==> config.mk <==
export PLATFORM = sky130hd
export DESIGN_NAME = proccessing_element
export DESIGN_NICKNAME = d
export VERILOG_FILES = /design/src/rtl/proccessing_element.sv
export SDC_FILE = /design/constraint.sdc
export NUM_CORES = 1
export LEC_CHECK = 0
export ABC_CLOCK_PERIOD_IN_PS = 2000
export CORE_AREA = 5 5 55 76
export CTS_BUF_LIST = sky130_fd_sc_hd__clkbuf_4 sky130_fd_sc_hd__clkbuf_8
export DETAILED_ROUTE_END_ITERATION = 10
export DIE_AREA = 0 0 60 81
export GPL_TIMING_DRIVEN = 0
export PLACE_DENSITY = 0.77
export SKIP_CTS_REPAIR_TIMING = 1
export SLEW_MARGIN = 15
export SYNTH_ARGS = -nofsm -noshare
export SYNTH_HDL_FRONTEND = slang
export SYNTH_SLANG_ARGS = --single-unit
export TNS_END_PERCENT = 1
==> constraint.sdc <==
create_clock -name clock -period 2 [get_ports clock]
set_input_delay 0.4 -clock clock [delete_from_list [all_inputs] [get_ports clock]]
set_output_delay 0.4 -clock clock [all_outputs]
set_load 0.05 [all_outputs]
==> src/rtl/proccessing_element.sv <==
// Absolute-difference accumulator for block-matching motion estimation, with a one-cycle r pipe for chaining.
// Optional macro PE_SATURATE_EN: clamp accumulate at 8'hFF instead of wrapping modulo 256.
module proccessing_element (
  input  logic       clock,
  input  logic       reset_n,
  input  logic [7:0] r,
  input  logic [7:0] s1,
  input  logic [7:0] s2,
  input  logic       s1s2_mux,
  input  logic       new_dist,
  output logic [7:0] accumulate,
  output logic [7:0] r_pipe
);

  logic [7:0] w_s;
  logic [8:0] w_diff;
  logic [7:0] w_abs;
  logic [8:0] w_sum;
  logic [7:0] w_acc_next;
  logic [7:0] r_acc;
  logic [7:0] r_r_dly;

  assign w_s    = s1s2_mux ? s1 : s2;
  // Borrow in bit 8 means r < s; two's-complement negate the low byte to get |r - s|.
  assign w_diff = {1'b0, r} - {1'b0, w_s};
  assign w_abs  = w_diff[8] ? (~w_diff[7:0] + 8'd1) : w_diff[7:0];
  assign w_sum  = {1'b0, r_acc} + {1'b0, w_abs};

  always_comb begin
    w_acc_next = w_abs;
    if (!new_dist) begin
`ifdef PE_SATURATE_EN
      w_acc_next = w_sum[8] ? 8'hFF : w_sum[7:0];
`else
      w_acc_next = w_sum[7:0];
`endif
    end
  end

  always_ff @(posedge clock or negedge reset_n) begin
    if (!reset_n) begin
      r_acc   <= 8'h00;
      r_r_dly <= 8'h00;
    end else begin
      r_acc   <= w_acc_next;
      r_r_dly <= r;
    end
  end

  assign accumulate = r_acc;
  assign r_pipe     = r_r_dly;

endmodule

# After elaboration in Yosys (flattened, before gate mapping)

Index checks and enable logic that the tools add are counted.

Output and inout bits: 16
Flip-flop bits (word level): 16
Word-level logic and storage cells: 9

Bitwise operators: 1
Add/sub/neg operators: 3
Multiplexer cells: 3

Operators with widths:

| kind                                         | number |
|---|---|
| 2-to-1 mux 8 bit                             | 3 |
| subtractor 8 x 8 -> 9 bit                    | 1 |
| adder 8 x 1 -> 8 bit (second input constant) | 1 |
| adder 8 bit                                  | 1 |
| inverter 8 bit                               | 1 |

# Longest topological paths before layout

Gate-level depths: netlist of run 1.

Word-level depth: 7
Mapped depth: 18

# Worst setup path after synthesis of run 1

OpenSTA, ideal clock, no wires.

Path type: input-to-reg
From: in s1s2_mux
To: reg r_acc[7] (netlist: accumulate[7])
Slack: -2.320 ns
Path buffers: 1
Stages: 17
Required time: 1.866 ns
Arrival: 4.187 ns
Setup time: 0.134 ns
Cell sequence: clkbuf_1 mux2_2 ha_1 inv_1 fa_1 a211oi_1 o21a_1 o21bai_2 a21oi_2 mux2_2 ha_1 a21oi_1 o211ai_1 o41ai_1 xor2_1 nor2_1 xnor3_1

Longest elaborated chain between the ends: 7

Ends and longest elaborated chain:

| element                     | RTL line | RTL |
|---|---|---|
| start: declaration          | 9        | `input logic s1s2_mux,` |
| 2-to-1 mux 8 bit *          | 23       | `assign w_s = s1s2_mux ? s1 : s2;` |
| subtractor 8 x 8 -> 9 bit * | 25       | `assign w_diff = {1'b0, r} - {1'b0, w_s};` |
| inverter 8 bit              | 26       | `assign w_abs = w_diff[8] ? (~w_diff[7:0] + 8'd1) : w_diff[7:0];` |
| adder 8 x 1 -> 8 bit        | 26       |  |
| 2-to-1 mux 8 bit *          | 26       |  |
| adder 8 bit                 | 27       | `assign w_sum = {1'b0, r_acc} + {1'b0, w_abs};` |
| 2-to-1 mux 8 bit *          | 31       | `if (!new_dist) begin` |
| via w_acc_next[7]           | 19       | `logic [7:0] w_acc_next;` |
| end signal: assignment      | 45       | `r_acc <= w_acc_next;` |
| end: declaration            | 20       | `logic [7:0] r_acc;` |

The timed path passes the listed nets; every way through them passes the cells marked *.

# Worst setup path in the final report of run 1

From: in s1s2_mux
To: reg r_acc[6] (netlist: accumulate[6])

Same word-level chain as after synthesis.

==> impl_metrics.json, run 1 <==
{
  "die_h_um": 81,
  "worst_clk_skew_ns": 0.0107,
  "finalCriticalPeriod_ns": 3.67,
  "cp_cell_sequence": "clkbuf_16, mux2_4, ha_4, inv_2, fa_2, a211oi_4, o21a_1, o21bai_4, a21oi_4, mux2_4, fa_2, a21o_1, a21oi_2, o21bai_1, a21oi_1, xor2_1, o221ai_1",
  "rows": 25,
  "criticalPathCategory": "primary input to flip-flop",
  "post_route_cells_drive_above_1_share_pct": 27.2,
  "power.leakage_nw": 1.00,
  "clock_power_share_pct": 9.5,
  "relSlewSlack_pct": 47.3,
  "fp.dieW_um": 60,
  "power_frac_seq_pct": 18.4,
  "p_int_mw": 1.43,
  "grt_pass1_vias": 1379,
  "num-nets-final": 241,
  "ctsRootBufferMaster": "sky130_fd_sc_hd__clkbuf_8",
  "maximum_number_of_pins_on_one_net_before_global_route_repair": 17,
  "netSwitchingPower_mw": 1.19,
  "final.period_utilization_pct": 184,
  "reg2reg_from": "accumulate[0]",
  "place_congestion": 0.855,
  "cp-end-kind": "flip-flop",
  "ff_latch_area_um2": 400,
  "synth_top_flop_cell": "sky130_fd_sc_hd__dfrtp_1",
  "drt-initial-drc-count": 22,
  "boundaryPins": 44,
  "clock_latency_ns": 0.25,
  "final_layout_fill_cell_count": 274,
  "power_switching_share_pct": 45.5,
  "synth_top_area_cell": "sky130_fd_sc_hd__dfrtp_1",
  "report.final.setup_viol": 7,
  "cts_buffer_count": 3,
  "tightestPinTransition_ns": 0.788,
  "htree_levels": 1,
  "synth_cell_types": 41,
  "antenna_found_initial": 0,
  "insertedDiodeCount": 0,
  "critical_path.top_delay_family": "compound AO/OA/AOI/OAI gates",
  "drt_first_pass_iters": 4,
  "numPortBuffers": 41,
  "crit_path_start_kind": "primary input",
  "yosysWarningCount": 0,
  "yosysTopAreaCellShare_pct": 28.8,
  "syn_inst": 134,
  "ff2ff_path_depth": 8,
  "power.density_cell_area_mw_per_mm2": 1210,
  "floorplan.die_area_mm2": 0.00486,
  "vias": 1237,
  "vias_per_cell": 5.35,
  "maxCapViolations": 0,
  "cts.sink_count": 16,
  "hp-class": "primary input to flip-flop",
  "worst_hold_path_cells": 1,
  "critical_path.reg2reg.endpoint": "accumulate[6]",
  "multi_input_comb_area_mm2": 0.00110,
  "synth_edf_count": 0,
  "fin_util_pct": 64.3,
  "hpwl_um": 2810,
  "core_area_mm2": 0.00338,
  "drc": 0,
  "ff_latch_count_synth": 16,
  "crit_path_max_fanout": 7,
  "clk_path_buf_depth": 2,
  "syn2layout_area_growth_pct": 56.2,
  "ranking_of_synthesized_cells_by_area": "sky130_fd_sc_hd__dfrtp_1 (29%), sky130_fd_sc_hd__ha_1 (16%), sky130_fd_sc_hd__mux2_2 (6.5%)",
  "critical_path_required_ns": 2.11,
  "mappedNetlistArea_mm2": 0.00139,
  "rrSetupSlack_ns": -0.11,
  "crit_slowest_cell": "sky130_fd_sc_hd__fa_2",
  "unrepaired_setup_endpoints_after_global_routing": "yes",
  "seq_total_area_yosys_pct": 28.8,
  "postSynthAreaPerCell_um2": 10.4,
  "pwr-share-comb_pct": 72.2,
  "groute.usage.overall_pct": 15.1,
  "grt_pass1_wl_um": 5690,
  "slew_violations": 0,
  "outcome": "complete, but fails checks",
  "synth.net_count": 182,
  "timing_hold_violations_final": 0,
  "violations": "negative setup slack",
  "fin_ws_ns": -1.67,
  "drt_wl_total_um": 3570,
  "synth_async_sr_flop_share_pct": 100,
  "cp_slowest_stage_delay_ns": 0.36,
  "vdd_drop_max_mv": 1.12,
  "max_freq_mhz": 272,
  "wire_per_inst_um": 15.4,
  "cp_data_arrival_time_ns": 3.78,
  "clkSlewWorstSetupHoldPaths_ns": 0.07,
  "min_delay_worst_endpoint": "r_pipe[0]",
  "whs_ns": 0.317,
  "min_from": "r[0]",
  "drtAntennaViolNets": 0,
  "cp_num_buf_inv": 2,
  "global_route.overflow_total": 0,
  "clock_tree_from_tritoncts": "built",
  "floorplan.initialDensity_pct": 41.1
}
[final cells by class]
type,instances,area share [%]
Inverter,7,1.21
Timing Repair Buffer,54,24.3
Tap cell,40,2.31
Clock buffer,3,1.90
Buffer,2,1.33
Sequential cell,16,18.4
Multi-Input combinational cell,109,50.5
[how the worst max path moves through the flow]
stage,start,to,slack [ns],cells after the start
2_1_floorplan,s1s2_mux,accumulate[7],-1.72,17
3_3_place_gp,s2[0],accumulate[7],-2.28,17
3_5_place_dp,s1[0],accumulate[7],-2.36,17
4_1_cts,s1[0],accumulate[7],-2.10,17
5_1_grt,s1s2_mux,accumulate[6],-1.82,17
6_report,s1s2_mux,accumulate[6],-1.67,17
[sequential cells by signal, summed over array words and instances (netlist names)]
register    count
r_pipe          8
accumulate      8
[layout by cell type, fill, tap and decap left out, types with 2 or more instances in the layout]
cell type,instances
sky130_fd_sc_hd__mux2i_1,5
sky130_fd_sc_hd__o21bai_1,3
sky130_fd_sc_hd__inv_2,2
sky130_fd_sc_hd__clkbuf_8,3
sky130_fd_sc_hd__dfrtp_1,16
sky130_fd_sc_hd__dlymetal6s2s_1,8
sky130_fd_sc_hd__mux2_2,6
sky130_fd_sc_hd__mux2_4,2
sky130_fd_sc_hd__nor3_1,2
sky130_fd_sc_hd__ha_1,15
sky130_fd_sc_hd__xor2_1,9
sky130_fd_sc_hd__a21oi_4,2
sky130_fd_sc_hd__o211ai_1,2
sky130_fd_sc_hd__a21oi_1,2
sky130_fd_sc_hd__nand2_1,4
sky130_fd_sc_hd__nand3_1,3
sky130_fd_sc_hd__xnor2_1,4
sky130_fd_sc_hd__buf_4,13
sky130_fd_sc_hd__and2_1,2
sky130_fd_sc_hd__a21o_1,3
sky130_fd_sc_hd__ha_4,3
sky130_fd_sc_hd__o21ai_1,2
sky130_fd_sc_hd__clkdlybuf4s50_1,33
sky130_fd_sc_hd__inv_1,5
sky130_fd_sc_hd__mux2i_2,2
sky130_fd_sc_hd__nor2_1,7
sky130_fd_sc_hd__fa_2,2
sky130_fd_sc_hd__a211oi_2,3
[metrics by stage]
step / total power [mW] / TNS, ns / std cells / instance area (um^2) / setup slack (ns)
final: 2.62 / -9.67 / 231 / 2170 / -1.67
after global routing: 2.82 / -10.51 / 231 / 2170 / -1.82
after CTS: 2.51 / -12.42 / 218 / 1970 / -2.10
after detailed placement: 2.25 / -14.33 / 215 / 1930 / -2.36
after global placement: 2.17 / -13.71 / 215 / 1930 / -2.28
after floorplan: 1.82 / -10.30 / 134 / 1470 / -1.72
[power groups by stage]
stage                     logic (mW)  clock network (mW)  registers [mW]
final                           1.89               0.248           0.482
after global routing            2.05               0.271           0.498
after CTS                       1.77               0.255           0.485
after detailed placement        1.76                   0           0.492
after global placement          1.69                   0           0.485
after floorplan                 1.02                   0           0.795
[routing by layer]
metal | global-route usage [%] | vias to the layer above | wire length (um)
met1 | 14.5 | 594 | 1340
met2 | 29.1 | 30 | 2020
li1 | - | 605 | -
met5 | 0 | - | 0
met4 | 9.76 | 0 | 87
met3 | 1.43 | 8 | 123
[cells in the mapped netlist, types with 2 or more instances]
cell type and number:
sky130_fd_sc_hd__nor2_1 7, sky130_fd_sc_hd__and2_1 2, sky130_fd_sc_hd__o21bai_1 3, sky130_fd_sc_hd__mux2i_1 7, sky130_fd_sc_hd__a21oi_1 4, sky130_fd_sc_hd__inv_1 7, sky130_fd_sc_hd__fa_1 2, sky130_fd_sc_hd__o21ai_0 4
sky130_fd_sc_hd__nand2_1 4, sky130_fd_sc_hd__clkbuf_1 2, sky130_fd_sc_hd__o211ai_1 2, sky130_fd_sc_hd__a21o_1 3, sky130_fd_sc_hd__ha_1 18, sky130_fd_sc_hd__nor3_1 2, sky130_fd_sc_hd__xor2_1 9, sky130_fd_sc_hd__nand3_1 3
sky130_fd_sc_hd__xnor2_1 5, sky130_fd_sc_hd__dfrtp_1 16, sky130_fd_sc_hd__a211oi_1 5, sky130_fd_sc_hd__mux2_2 8
[worst register-to-register path, delay by kind of cell (launching register included)]
| family | cells | cell delay (ns) |
|---|---|---|
| flip-flops | 1 | 0.38 |
| XOR/XNOR | 1 | 0.17 |
| adder cells (fa/ha/maj) | 2 | 0.64 |
| AO/OA/AOI/OAI | 5 | 0.79 |
[cells by family (layout without fill, tap and decap cells)]
logic type	count (synthesis)	count (layout)	synth area share [%]
AO/OA/AOI/OAI	32	32	16.8
buffers and inverters	9	66	2.43
multiplexers	15	15	11.5
flip-flops	16	16	28.8
XOR/XNOR	15	15	10.4
adder cells (fa/ha/maj)	20	20	19.1
AND/OR/NAND/NOR	27	27	10.9
No activity file was read; power rests on OpenSTA's default activity.
==> run 2: changes to the inputs <==
Settings changed: SKIP_CTS_REPAIR_TIMING 1 to default.
==> impl_metrics.json, run 2 (synthesis gave the netlist of run 1 again) <==
{
  "outcome": "complete, but fails checks",
  "violations": "negative setup slack",
  "finalCriticalPeriod_ns": 3.54,
  "place_congestion": 0.855,
  "maximum_number_of_pins_on_one_net_before_global_route_repair": 17,
  "wire_per_inst_um": 15.7,
  "detailedPlace.worstSlack_ns": -2.36,
  "tightestPinTransition_ns": 0.774,
  "power_frac_seq_pct": 17.5,
  "power.leakage_nw": 0.956,
  "report.final.setup_viol": 7,
  "clk_path_buf_depth": 2,
  "vias_per_cell": 5.44,
  "fin_tns_setup_ns": -9.13,
  "power.density_cell_area_mw_per_mm2": 1270,
  "rows": 25,
  "p_int_mw": 1.53,
  "floorplan.die_area_mm2": 0.00486,
  "drc": 0,
  "clkSlewWorstSetupHoldPaths_ns": 0.07,
  "vias": 1262,
  "htree_levels": 1,
  "criticalPathCategory": "primary input to flip-flop",
  "timing_hold_violations_final": 0,
  "clock_tree_from_tritoncts": "built",
  "boundaryPins": 44,
  "drt_first_pass_iters": 4,
  "drtAntennaViolNets": 0,
  "cts.sink_count": 16,
  "drt-initial-drc-count": 17,
  "vdd_drop_max_mv": 0.992,
  "die_h_um": 81,
  "fin_ws_ns": -1.54,
  "num-nets-final": 242,
  "max_freq_mhz": 282,
  "clock_latency_ns": 0.25,
  "fin_util_pct": 64.2,
  "post_route_cells_drive_above_1_share_pct": 29.2,
  "fp.dieW_um": 60,
  "unrepaired_setup_endpoints_after_global_routing": "yes",
  "holdBufCountCts": 0,
  "ctsRootBufferMaster": "sky130_fd_sc_hd__clkbuf_8",
  "core_area_mm2": 0.00338,
  "crit_path_max_fanout": 4,
  "critical_path_required_ns": 2.13,
  "groute.usage.overall_pct": 16.8,
  "power_switching_share_pct": 44.6,
  "relSlewSlack_pct": 48.2,
  "maxCapViolations": 0,
  "floorplan.initialDensity_pct": 41.1,
  "worst_clk_skew_ns": 0.00499,
  "slew_violations": 0,
  "numPortBuffers": 41,
  "layout.cells.most_common_list": "sky130_fd_sc_hd__clkdlybuf4s50_1 (33), sky130_fd_sc_hd__dfrtp_1 (16), sky130_fd_sc_hd__ha_1 (15)",
  "drt_wl_total_um": 3640,
  "final.period_utilization_pct": 177,
  "hpwl_um": 2810,
  "pwr-share-comb_pct": 73.4,
  "clock_power_share_pct": 9.1,
  "netSwitchingPower_mw": 1.23,
  "cp-end-kind": "flip-flop",
  "insertedDiodeCount": 0,
  "syn2layout_area_growth_pct": 56.0,
  "hp-class": "primary input to flip-flop",
  "cts_buffer_count": 3,
  "global_route.overflow_total": 0,
  "layout_commonest_cell": "sky130_fd_sc_hd__clkdlybuf4s50_1",
  "crit_path_start_kind": "primary input",
  "grt_pass1_wl_um": 6220,
  "cp_data_arrival_time_ns": 3.67,
  "grt_pass1_vias": 1424,
  "antenna_found_initial": 0
}
[run 2: worst paths after layout]
path / startpoint / end / slack (ns) / cells past startpoint
min in group asynchronous: reset_n / r_pipe[4] / 0.60 / 1
max reg2reg: accumulate[0] / accumulate[6] / -0.08 / 8
min reg2reg: accumulate[0] / accumulate[0] / 0.65 / 2
min: r[0] / r_pipe[0] / 0.42 / 1
max: s1s2_mux / accumulate[7] / -1.54 / 17
max in group asynchronous: reset_n / r_pipe[7] / 0.91 / 1
[run 2: through the flow]
step	cell area [um^2]	hold slack [ns]	cells	total power [mW]
global route	2170	0.411	232	2.97
floorplan	1470	0.104	134	1.82
global placement	1930	0.617	215	2.17
detailed placement	1930	0.645	215	2.25
finish	2170	0.420	232	2.76
CTS	2100	0.421	229	2.68
[run 2: layout make-up]
type / count / area (um^2)
buffer: 2 / 28.8
clock buffer: 3 / 41.3
fill: 266 / 1210
inverter: 7 / 26.3
multi-input combinational: 109 / 1120
sequential: 16 / 400
tap: 40 / 50.0
timing repair buffer: 55 / 503
[run 2: metal layers]
layer | up-vias | track usage (%) | part of all wire (%)
met5 | - | 0 | 0
met1 | 602 | 16.4 | 36
met3 | 16 | 1.59 | 3.7
met4 | 0 | 11.3 | 3.9
met2 | 36 | 31.7 | 57
li1 | 608 | - | -
[run 2: power groups by stage]
| stage | combinational, mW | clock [mW] | sequential [mW] |
|---|---|---|---|
| after CTS | 1.94 | 0.255 | 0.484 |
| after global placement | 1.69 | 0 | 0.485 |
| after global routing | 2.20 | 0.271 | 0.497 |
| after floorplan | 1.02 | 0 | 0.795 |
| after detailed placement | 1.76 | 0 | 0.492 |
| final | 2.02 | 0.250 | 0.482 |
[run 2: critical path, cell delays in order]
cell	delay (ns)
sky130_fd_sc_hd__clkbuf_16	0.11
sky130_fd_sc_hd__buf_4	0.13
sky130_fd_sc_hd__mux2i_2	0.30
sky130_fd_sc_hd__ha_4	0.27
sky130_fd_sc_hd__and3b_1	0.18
sky130_fd_sc_hd__or3_4	0.39
sky130_fd_sc_hd__and2_4	0.18
sky130_fd_sc_hd__or2_4	0.23
sky130_fd_sc_hd__o31a_4	0.28
sky130_fd_sc_hd__xnor2_1	0.13
sky130_fd_sc_hd__ha_1	0.31
sky130_fd_sc_hd__nor2_1	0.05
sky130_fd_sc_hd__nor2_1	0.12
sky130_fd_sc_hd__o41ai_2	0.09
sky130_fd_sc_hd__xor2_1	0.16
sky130_fd_sc_hd__nor2_1	0.12
sky130_fd_sc_hd__xnor3_1	0.22
[run 2: repair_timing]
action,CTS,global route
gates resized for setup,20,13
buffers inserted,11,3
pin swaps,20,6
setup endpoints to repair,7,7
